$ cat src/rtl/pipe_stall_ctrl.sv
// Purpose : pipeline stall controller for a multi-cycle divider and load-use hazards.
// Latency : all outputs are combinational from state and inputs (zero cycles);
//           stall_cycles is registered and updates one clock after the stall.
// Backpressure: stall[3:0] stops PC/IF/ID/EX; MEM and WB are never stopped.
//
// Ports:
//   clk, rst          clock and synchronous active-high reset
//   id_load_use       ID sees a load-use hazard against the load in EX
//   ex_div_req        EX holds div/divu
//   ex_div_src_zero   an operand of the div in EX is zero (early-exit build only)
//   stall[5:0]        per-stage stop: {WB, MEM, EX, ID, IF, PC}, 1 = stop
//   div_start         one-cycle pulse that loads the divider operands
//   div_busy          divider iterating; HI/LO writes are blocked
//   div_done          one-cycle pulse; HI/LO latch the divider result
//   stall_cycles      free-running count of cycles with any stall bit set
//
// Build option: define DIV_EARLY_EXIT_EN to let a div with a zero operand
// skip the iteration phase and finish in the cycle after issue.
module pipe_stall_ctrl #(
    parameter int DIV_CYCLES = 32,
    parameter int CNT_W      = 6
) (
    input  logic        clk,
    input  logic        rst,
    input  logic        id_load_use,
    input  logic        ex_div_req,
    input  logic        ex_div_src_zero,
    output logic [5:0]  stall,
    output logic        div_start,
    output logic        div_busy,
    output logic        div_done,
    output logic [31:0] stall_cycles
);

    // A div holds everything up to and including EX.
    localparam logic [5:0] STALL_DIV = 6'b001111;
    // A load-use hazard holds PC/IF/ID and lets EX take a bubble.
    localparam logic [5:0] STALL_LU  = 6'b000111;
    localparam logic [CNT_W-1:0] CNT_LAST = CNT_W'(DIV_CYCLES - 1);

    typedef enum logic [1:0] {
        IDLE = 2'd0,
        RUN  = 2'd1,
        DONE = 2'd2
    } state_t;

    state_t           state;
    state_t           state_nxt;
    logic [CNT_W-1:0] cnt;
    logic [CNT_W-1:0] cnt_nxt;

`ifndef DIV_EARLY_EXIT_EN
    // Operand-zero information has no use without the early-exit path.
    logic unused_src_zero;
    assign unused_src_zero = ex_div_src_zero;
`endif

    always_ff @(posedge clk) begin
        if (rst) begin
            state <= IDLE;
            cnt   <= '0;
        end else begin
            state <= state_nxt;
            cnt   <= cnt_nxt;
        end
    end

    // Outputs are forced low while rst is high so that nothing downstream
    // sees a start/done pulse during reset, whatever the inputs are doing.
    always_comb begin
        state_nxt = state;
        cnt_nxt   = cnt;
        stall     = 6'b000000;
        div_start = 1'b0;
        div_busy  = 1'b0;
        div_done  = 1'b0;

        if (!rst) begin
            unique case (state)
                IDLE: begin
                    // The div takes priority over a simultaneous load-use.
                    if (ex_div_req) begin
                        div_start = 1'b1;
                        stall     = STALL_DIV;
                        cnt_nxt   = '0;
                        state_nxt = RUN;
`ifdef DIV_EARLY_EXIT_EN
                        if (ex_div_src_zero) begin
                            state_nxt = DONE;
                        end
`endif
                    end else if (id_load_use) begin
                        stall = STALL_LU;
                    end
                end

                RUN: begin
                    // id_load_use is masked here: the div pattern already
                    // covers every stage the hazard would stop.
                    stall    = STALL_DIV;
                    div_busy = 1'b1;
                    cnt_nxt  = cnt + 1'b1;
                    if (cnt == CNT_LAST) begin
                        state_nxt = DONE;
                    end
                end

                DONE: begin
                    // EX is released into MEM this cycle; the request line is
                    // still high from the same div, so it must not restart.
                    div_done  = 1'b1;
                    state_nxt = IDLE;
                    if (id_load_use) begin
                        stall = STALL_LU;
                    end
                end

                default: begin
                    state_nxt = IDLE;
                end
            endcase
        end
    end

    always_ff @(posedge clk) begin
        if (rst) begin
            stall_cycles <= 32'd0;
        end else if (stall != 6'b000000) begin
            stall_cycles <= stall_cycles + 32'd1;
        end
    end

endmodule
$ cat config.mk
export PLATFORM = sky130hd
export DESIGN_NAME = pipe_stall_ctrl
export DESIGN_NICKNAME = d
export VERILOG_FILES = /design/src/rtl/pipe_stall_ctrl.sv
export SDC_FILE = /design/constraint.sdc
export NUM_CORES = 1
export LEC_CHECK = 0
export ABC_AREA = 1
export BUFFER_PORTS_ARGS = -buffer_cell sky130_fd_sc_hd__buf_2
export CORE_AREA = 5 5 102 104
export CTS_BUF_LIST = sky130_fd_sc_hd__clkbuf_4 sky130_fd_sc_hd__clkbuf_8 sky130_fd_sc_hd__clkbuf_16
export CTS_CLUSTER_DIAMETER = 100
export DETAILED_ROUTE_END_ITERATION = 8
export DIE_AREA = 0 0 107 109
export PLACE_DENSITY = 0.52
export SLEW_MARGIN = 0
export SYNTH_ARGS = -nofsm -noshare
export SYNTH_HDL_FRONTEND = slang
export SYNTH_SLANG_ARGS = --single-unit
$ cat constraint.sdc
create_clock -name clk -period 2.3 [get_ports clk]
set_input_delay 0.23 -clock clk [delete_from_list [all_inputs] [get_ports clk]]
set_output_delay 0.23 -clock clk [all_outputs]
set_load 0.01 [all_outputs]
==> impl_metrics.env <==
export IMPL_worstSetupStartpoint="state[0]"
export IMPL_portBuffers=42
export IMPL_combPwrFrac_pct=7.9
export IMPL_cell_internal_pwr_mw=1.072
export IMPL_design_core_area_um2=9459
export IMPL_worstSetupPathType="reg -> out"
export IMPL_path_clk_slew_ns=0.08
export IMPL_die_area_um2=11660
export IMPL_totalWireLength_um=6113
export IMPL_grt_pass1_wl_um=10340
export IMPL_seqPwrFrac_pct=50.5
export IMPL_post_route_min_period_ns=1.789
export IMPL_period_share_pct=77.77
export IMPL_wl_per_cell_um=12.18
export IMPL_htree_levels=2
export IMPL_hold_viol_final=0
export IMPL_r2r_end="stall_cycles[30]"
export IMPL_grt_ovfl_total=0
export IMPL_drv_cap=0
export IMPL_syn_area_um2=2281
export IMPL_drcViolationCount=0
export IMPL_crit_end="div_busy"
export IMPL_final_setup_tns_ns=0
export IMPL_p_per_area_nw_per_um2=524.2
export IMPL_rsz0062_at_grt="no"
export IMPL_place_gp_congestion=0.7662
export IMPL_slew_viol_final=0
export IMPL_r2r_cells=9
export IMPL_initial_utilization_pct=24.11
export IMPL_track_usage_pct=11.11
export IMPL_switchingPower_mw=0.3411
export IMPL_vdd_drop_max_mv=0.1830
export IMPL_die_h_um=109
export IMPL_ant_nets=0
export IMPL_post_cts_buffers=0
export IMPL_ys_seq_elements=40
export IMPL_post_cts_resize_count=0
export IMPL_syn_to_final_growth_pct=18.21
export IMPL_outcome="complete, no violations"
export IMPL_ys_seq_area_share_pct=35.11
export IMPL_clock_sinks=40
export IMPL_clk_path_buf_depth=2
export IMPL_drtPass1Iterations=5
export IMPL_io_pins=46
export IMPL_synth_warnings=0
export IMPL_drive_gt1_share_pct=19.07
export IMPL_cts_tree="done"
export IMPL_final_common_cell="nand2_1"
export IMPL_layout_nets=394
export IMPL_dp_hpwl_um=4763
export IMPL_worst_path_max_fanout=5
export IMPL_drt_iter0_markers=114
export IMPL_antenna_cells=0
export IMPL_synthCells=345
export IMPL_endpoint_kind="output port"
export IMPL_worstPathRequired_ns=2.07
export IMPL_cp_arrival_ns=1.56
export IMPL_ctsRootBufferMaster="clkbuf_8"
export IMPL_cts_inserted_buffers=5
export IMPL_via_count=2281
export IMPL_avgSynthCellArea_um2=6.611
export IMPL_std_cell_rows=36
export IMPL_leakagePower_nw=1.141
export IMPL_die_w_um=107
export IMPL_hold_buffers=0
export IMPL_clock_skew_ns=0.01150
export IMPL_most_common_layout_cells="nand2_1 (76), nor2_1 (66), buf_2 (42)"
export IMPL_reg2reg_slack_ns=0.75
export IMPL_p_clk_share_pct=41.6
export IMPL_hold_class="in -> reg"
export IMPL_swShare_pct=24.13
export IMPL_worstSkewPairLatency_ns=0.30
export IMPL_rr_startpoint="stall_cycles[0]"
export IMPL_fmax_ghz=0.5590
export IMPL_via_per_inst=4.544
export IMPL_setup_viol=0
export IMPL_synth_cell_types=30
export IMPL_grt_max_degree=21
export IMPL_post_route_util_pct=28.51
export IMPL_grt_pass1_vias=2069
export IMPL_worst_setup_path_start_kind="flip-flop"
export IMPL_antenna_found_initial=0
-- metal layers --
layer  routed length, µm  part of all wire, %  GRT usage [%]
met1                2999                   49          14.35
met5                   0                    0              0
met2                2703                   44          18.21
met4                  95                  1.6          3.379
met3                 314                  5.1          2.960
-- state kept, by name, indices dropped and copies added, names as in the netlist --
name and count:
stall_cycles 32, cnt 6, state 2
-- power by group through the flow --
| stage | combinational (mW) | sequential [mW] | clock, mW |
|---|---|---|---|
| detailed placement | 0.113 | 0.730 | 0 |
| CTS | 0.113 | 0.714 | 0.606 |
| finish | 0.111 | 0.714 | 0.588 |
| global placement | 0.111 | 0.730 | 0 |
| floorplan | 0.0853 | 0.731 | 0 |
| global route | 0.127 | 0.716 | 0.644 |
-- cells by family (layout without fill, tap and decap cells) --
kind of cell / count (synthesis) / after routing / share of synthesized area [%]
AND/OR/NAND/NOR: 212 / 212 / 43.94
XOR/XNOR: 1 / 1 / 0.3841
buffers and inverters: 51 / 93 / 9.709
other: 1 / 2 / 0.1644
adder cells (fa/ha/maj): 2 / 2 / 1.097
flip-flops: 40 / 40 / 35.11
AO/OA/AOI/OAI: 38 / 38 / 9.600
-- worst min path at each step --
stage / startpoint / end / slack [ns] / depth (start not counted)
6_report: ex_div_req / state[0] / 0.29 / 3
5_1_grt: ex_div_req / state[0] / 0.29 / 3
4_1_cts: ex_div_req / state[0] / 0.28 / 3
3_5_place_dp: cnt[3] / cnt[3] / 0.48 / 2
3_3_place_gp: cnt[3] / cnt[3] / 0.47 / 2
2_1_floorplan: ex_div_req / state[0] / 0.44 / 2
-- cell usage after synthesis (all sizes together) --
cell type   n  area share [%]
nand3      29             7.8
o21a        2            0.66
conb        1            0.16
a221oi      2            0.77
clkbuf      3            0.49
or2         2            0.55
and3        2            0.55
xnor2       1            0.38
a21oi      24             5.3
nor3       12             2.6
dfxtp      40              35
nand4      11             3.0
inv        41             6.7
nand2      79              14
ha          2             1.1
nor2       76              15
buf         7             2.5
nand3b      1            0.33
o21ai       9             2.5
a32o        1            0.44
-- cell type report --
type	count	area [µm²]
fillers	1064	6763
multi-input cells	255	1262
flip-flops and latches	40	800.8
repair buffers	44	225.2
inverters	41	153.9
well taps	114	142.6
clock buffers	6	76.32
clock inverters	2	35.03
-- critical path, stage by stage, from the launching register on --
cell,delay (ns)
dfxtp_1,0.41
inv_1,0.09
nor2_1,0.26
inv_1,0.13
nor2_1,0.21
buf_2,0.18
-- stage by stage --
| stage | area, µm² | hold WS (ns) | std cells | setup slack (ns) | total power [mW] |
|---|---|---|---|---|---|
| global placement | 2585 | 0.4697 | 494 | 0.6297 | 0.8411 |
| global route | 2696 | 0.2881 | 502 | 0.3090 | 1.487 |
| detailed placement | 2585 | 0.4800 | 494 | 0.6000 | 0.8436 |
| floorplan | 2285 | 0.4403 | 346 | 0.8855 | 0.8165 |
| finish | 2696 | 0.2880 | 502 | 0.5112 | 1.413 |
| CTS | 2696 | 0.2832 | 502 | 0.4721 | 1.434 |
Note: power is estimated with default switching activity, not from simulation.
